--- config.mk ---
export PLATFORM = sky130hd
export DESIGN_NAME = frame_scan_scheduler
export DESIGN_NICKNAME = d
export VERILOG_FILES = /design/src/rtl/frame_scan_scheduler.sv
export SDC_FILE = /design/constraint.sdc
export NUM_CORES = 1
export LEC_CHECK = 0
export BUFFER_PORTS_ARGS = -buffer_cell sky130_fd_sc_hd__buf_2
export CAP_MARGIN = 20
export CORE_ASPECT_RATIO = 0.8
export CORE_MARGIN = 8
export CORE_UTILIZATION = 30
export DETAILED_ROUTE_END_ITERATION = 12
export SLEW_MARGIN = 20
export SYNTH_ARGS = -nofsm -noshare
export SYNTH_HDL_FRONTEND = slang
export SYNTH_SLANG_ARGS = --single-unit
--- constraint.sdc ---
create_clock -name clk -period 2.3 [get_ports clk]
set_input_delay 0.23 -clock clk [delete_from_list [all_inputs] [get_ports clk]]
set_output_delay 0.23 -clock clk [all_outputs]
set_load 0.1 [all_outputs]
--- src/rtl/frame_scan_scheduler.sv ---
// Shares the frame-buffer BRAM read port between VGA reads and a raster sweep for
// the analysis path. VGA pre-empts the sweep; a tag pipeline routes read data back.
module frame_scan_scheduler #(
  parameter int unsigned IMAGE_WIDTH  = 320,
  parameter int unsigned IMAGE_HEIGHT = 240,
  parameter int unsigned ADDR_BITS    = $clog2(IMAGE_WIDTH * IMAGE_HEIGHT),
  parameter int unsigned PIXEL_BITS   = 12,
  parameter int unsigned RD_LATENCY   = 1
) (
  input  logic                  clk,
  input  logic                  rst_n,
  input  logic                  frame_ready,
  input  logic                  vga_req,
  input  logic [ADDR_BITS-1:0]  vga_addr,
  output logic                  vga_valid,
  output logic [PIXEL_BITS-1:0] vga_rddata,
  output logic [ADDR_BITS-1:0]  bram_rdaddress,
  input  logic [PIXEL_BITS-1:0] bram_rddata,
  output logic                  an_valid,
  output logic [ADDR_BITS-1:0]  an_addr,
  output logic [PIXEL_BITS-1:0] an_rddata,
  output logic                  busy,
  output logic                  frame_done,
  output logic [7:0]            frames_dropped
);

  localparam int unsigned NUM_PIXELS = IMAGE_WIDTH * IMAGE_HEIGHT;
  localparam int unsigned TAG_DEPTH  = RD_LATENCY + 1;
  localparam logic [ADDR_BITS-1:0] LAST_ADDR = ADDR_BITS'(NUM_PIXELS - 1);
  localparam logic OWNER_VGA = 1'b0;
  localparam logic OWNER_AN  = 1'b1;

  typedef enum logic [1:0] {IDLE, SCAN, DRAIN, DONE} state_t;

  typedef struct packed {
    logic                 valid;
    logic                 owner;
    logic [ADDR_BITS-1:0] addr;
  } tag_t;

  state_t               state_q, state_d;
  logic                 pending_q, pending_d;
  logic [ADDR_BITS-1:0] scan_cnt_q, scan_cnt_d;
  logic [7:0]           dropped_d;
  logic [ADDR_BITS-1:0] rdaddr_d;
  tag_t                 tag_in;
  tag_t                 tag_q [TAG_DEPTH];
  tag_t                 tag_out;
  logic                 an_inflight;

  assign tag_out = tag_q[RD_LATENCY];

  // Any analysis read still travelling through the BRAM latency
  always_comb begin
    an_inflight = 1'b0;
    for (int unsigned i = 0; i < TAG_DEPTH; i++) begin
      an_inflight = an_inflight | (tag_q[i].valid & (tag_q[i].owner == OWNER_AN));
    end
  end

  always_comb begin
    state_d    = state_q;
    pending_d  = pending_q;
    scan_cnt_d = scan_cnt_q;
    dropped_d  = frames_dropped;
    rdaddr_d   = bram_rdaddress;
    tag_in     = '0;

    if (vga_req) begin
      rdaddr_d     = vga_addr;
      tag_in.valid = 1'b1;
      tag_in.owner = OWNER_VGA;
      tag_in.addr  = vga_addr;
    end

    unique case (state_q)
      IDLE: begin
        if (frame_ready || pending_q) begin
          state_d    = SCAN;
          pending_d  = 1'b0;
          scan_cnt_d = '0;
        end
      end
      SCAN: begin
        if (!vga_req) begin
          rdaddr_d     = scan_cnt_q;
          tag_in.valid = 1'b1;
          tag_in.owner = OWNER_AN;
          tag_in.addr  = scan_cnt_q;
          if (scan_cnt_q == LAST_ADDR) begin
            state_d = DRAIN;
          end else begin
            scan_cnt_d = scan_cnt_q + ADDR_BITS'(1);
          end
        end
      end
      DRAIN: begin
        if (!an_inflight) state_d = DONE;
      end
      DONE: begin
        state_d = IDLE;
      end
      default: begin
        state_d = IDLE;
      end
    endcase

    // A second frame waiting behind the current one is remembered; any more are counted
    if (frame_ready && ((state_q != IDLE) || pending_q)) begin
      if (!pending_q) begin
        pending_d = 1'b1;
      end else if (frames_dropped != 8'hFF) begin
        dropped_d = frames_dropped + 8'd1;
      end
    end
  end

  always_ff @(posedge clk or negedge rst_n) begin
    if (!rst_n) state_q <= IDLE;
    else        state_q <= state_d;
  end

  always_ff @(posedge clk or negedge rst_n) begin
    if (!rst_n) begin
      pending_q      <= 1'b0;
      scan_cnt_q     <= '0;
      frames_dropped <= '0;
      bram_rdaddress <= '0;
      busy           <= 1'b0;
      frame_done     <= 1'b0;
    end else begin
      pending_q      <= pending_d;
      scan_cnt_q     <= scan_cnt_d;
      frames_dropped <= dropped_d;
      bram_rdaddress <= rdaddr_d;
      busy           <= (state_d != IDLE);
      frame_done     <= (state_d == DONE);
    end
  end

  // Tag pipeline tracks each read until its data leaves the BRAM
  always_ff @(posedge clk or negedge rst_n) begin
    if (!rst_n) begin
      for (int unsigned i = 0; i < TAG_DEPTH; i++) tag_q[i] <= '0;
    end else begin
      tag_q[0] <= tag_in;
      for (int unsigned i = 1; i < TAG_DEPTH; i++) tag_q[i] <= tag_q[i-1];
    end
  end

  always_ff @(posedge clk or negedge rst_n) begin
    if (!rst_n) begin
      vga_valid  <= 1'b0;
      vga_rddata <= '0;
      an_valid   <= 1'b0;
      an_addr    <= '0;
      an_rddata  <= '0;
    end else begin
      vga_valid <= tag_out.valid & (tag_out.owner == OWNER_VGA);
      an_valid  <= tag_out.valid & (tag_out.owner == OWNER_AN);
      if (tag_out.valid && (tag_out.owner == OWNER_VGA)) begin
        vga_rddata <= bram_rddata;
      end
      if (tag_out.valid && (tag_out.owner == OWNER_AN)) begin
        an_rddata <= bram_rddata;
        an_addr   <= tag_out.addr;
      end
    end
  end

endmodule

==> metrics.txt <==
status completed; number of endpoints with negative hold slack in the final report 0; Mapped Avg Cell Area 13.7 sq um; met3 layer wire length in the routed design 784 um; number of antenna violations at the first check in global routing 1; maximum capacitance violations 0; number of clock sinks seen by CTS 128; most common cell after layout, fill and taps aside dfrtp_1; buffer depth of the longest clock path 2; critical-path maximum fanout 12; maximum frequency from static timing analysis 0.484 GHz; total global routing track utilization 0.112; HPWL after detailed placement 7.78 mm; CTS tree yes; via count normalized by instance count 4.60; per-cell routed wire length 15.4 um; number of nets produced by synthesis 386; num rows 41; number of warnings reported in the yosys synthesis log 0; starting density of the core 0.306; worst setup slack before clock tree synthesis 0.267 ns; maximum number of pins on one net before global-route repair 51; design area 0.00622 sq mm; final setup fails 0; Top Ports 103; post-layout net count 503; number of global-route vias before repair 3,371; number of DRC violations after detailed routing 0; placed cell areas 0.00562 sq mm; via count 3,196; Leak Pwr 0.00301 uW; critical path startpoint category register; master of the slowest instance on the critical path or4_1; CTS Root Buffer Type clkbuf_16; die height 129 um; buffer count from post-CTS setup fixing 0; number of enable flip-flop cells after synthesis 0; fraction of power consumed by the clock network 0.350; Max Slew Vio Count 0; diode count 0; Pre-antenna DRT Iters 4; die width 158 um; total die area 0.0204 sq mm; worst setup path category reg -> reg; post-synthesis sequential area ratio 0.664; synthesis-stage register bit count 128; count of buffers from port buffering 102; number of distinct standard cells referenced by the synthesized netlist 48; switch share 0.384; switching power total 2950 uW; total number of H-tree levels 4; crit-path cells ha_1 > and2_1 > nand3_1 > or4_1 > a21oi_1; Hold Path Class in -> reg; post-synthesis instance area 0.00482 sq mm; top_reg_cell synth dfrtp_1; total global routing overflow 0; total of fill cells in the finished design 1,494; min setup slack post-route 0.236 ns; CP Data Arrival Time 2.40 ns; power density relative to cell area 1230 mW/mm^2; placeable core region 0.0157 sq mm; Crit path required time 2.63 ns; share of total power in sequential cells 0.361; Critical Path Sink Type register; number of DRC violations after detailed-routing iteration 0 147; Worst path max stage delay 0.59 ns; Area growth, synth to finish 29.0%; async set-or-reset flop fraction in the synthesized netlist 1.00; routed length on met1 4.40 mm; highest routed metal layer met5; Slew HR 0.514; logic gate share of total power 0.289; fraction of layout cells with a size suffix above 1 0.390; RSZ-0062 raised after global routing false; footprint of the multi-input gates 0.00148 sq mm; commonest non-fill, non-tap cells in the layout dfrtp_1, buf_2, mux2_2; Seq. cell area 0.00320 sq mm; Max VDD drop 0.490 mV; pin slew with the least headroom to its limit 0.724 ns; ratio of final minimum period to clock period 0.898; synthesized instance count 351; Detailed Route WL 10.7 mm; Post-Route Utilization 0.395; detailed-routed wire length on met2 5.36 mm; Internal Dissipation 4720 uW; remaining number of nets flagged by the antenna check after routing 0; worst clock skew 0.00623 ns; Post-Route Setup TNS 0 ns; final worst path period need 2.06 ns; first-pass GRT wire length 17.7 mm; clock-pin transition on the worst setup and hold timing paths 0.05 ns; final weighted congestion in routability-driven placement 0.807; CTS Buf Count 17; clock insertion delay at the later pin of the skew report 0.41 ns
-- worst max-delay path, delay by kind of cell (launching register included) --
kind / cells / cell delay [ns]
simple gates: 3 / 1.13
compound gates: 1 / 0.15
fa+ha+maj: 1 / 0.25
flops: 1 / 0.46
-- final timing paths --
path,startpoint,end,slack (ns),cells after the start
worst max-delay path,scan_cnt_q[0],scan_cnt_q[14],0.24,5
worst min register to register,tag_q[25],tag_out[6],0.35,0
worst max register to register,scan_cnt_q[0],scan_cnt_q[14],0.24,5
worst min-delay path,bram_rddata[8],vga_rddata[8],0.07,2
max in group asynchronous,rst_n,frames_dropped[4],1.31,3
min in group asynchronous,rst_n,an_rddata[8],0.31,2
-- cells in the mapped netlist, types with 2 or more instances --
| library cell | number | area, sq um |
|---|---|---|
| o31ai_1 | 6 | 45.0 |
| o2111ai_1 | 2 | 17.5 |
| clkbuf_1 | 8 | 30.0 |
| xnor2_1 | 6 | 52.6 |
| nand2_1 | 17 | 63.8 |
| a22o_1 | 15 | 131 |
| mux2i_1 | 5 | 50.1 |
| nand2b_1 | 4 | 25.0 |
| ha_1 | 2 | 25.0 |
| or3_1 | 3 | 18.8 |
| mux2_2 | 42 | 473 |
| a21oi_1 | 27 | 135 |
| o21ai_0 | 7 | 35.0 |
| nand3_1 | 6 | 30.0 |
| nor2_1 | 3 | 11.3 |
| dfrtp_1 | 128 | 3200 |
| buf_2 | 3 | 15.0 |
| and3_1 | 5 | 31.3 |
| inv_1 | 22 | 82.6 |
| and2_1 | 4 | 25.0 |
| nand4_1 | 4 | 25.0 |
| or4_1 | 6 | 45.0 |
-- power by group through the flow --
stage	registers, uW	clock network, uW	logic, uW
2_1_floorplan	4190	0	394
3_3_place_gp	2790	0	2220
3_5_place_dp	2810	0	2240
4_1_cts	2770	2770	2240
5_1_grt	2820	2880	2310
6_report	2770	2690	2220
-- what timing repair did --
action,4_1_cts,5_1_grt
hold buffers,1,0
endpoints found under the setup margin,0,0
gates resized for setup,0,0
endpoints found under the hold margin,32,0
-- cells by family after synthesis --
group / synth area share
compound gates: 0.0949
xor+xnor: 0.0127
fa+ha+maj: 0.00519
buf+inv: 0.0296
flops: 0.664
mux: 0.108
simple gates: 0.0853
-- final cells by class --
| type | count | share of cell area |
|---|---|---|
| clock buffers | 22 | 0.0746 |
| clock inverters | 9 | 0.0215 |
| inverters | 23 | 0.0139 |
| multi-input cells | 188 | 0.238 |
| flip-flops and latches | 128 | 0.515 |
| well taps | 215 | 0.0432 |
| repair buffers | 110 | 0.0945 |
-- routing by layer --
layer,vias to the layer above,GRT usage
li1,1490,-
met1,1603,0.129
met2,81,0.186
met3,20,0.0426
met4,2,0.0441
met5,-,0
-- stage by stage --
step	total power, uW	hold WS, ns	instances
floorplan	4590	-0.0656	351
global placement	5010	0.207	663
detailed placement	5050	0.210	663
CTS	7780	0.0483	695
global route	8010	0.0425	695
finish	7670	0.0660	695
No activity file was read; power rests on OpenSTA's default activity.
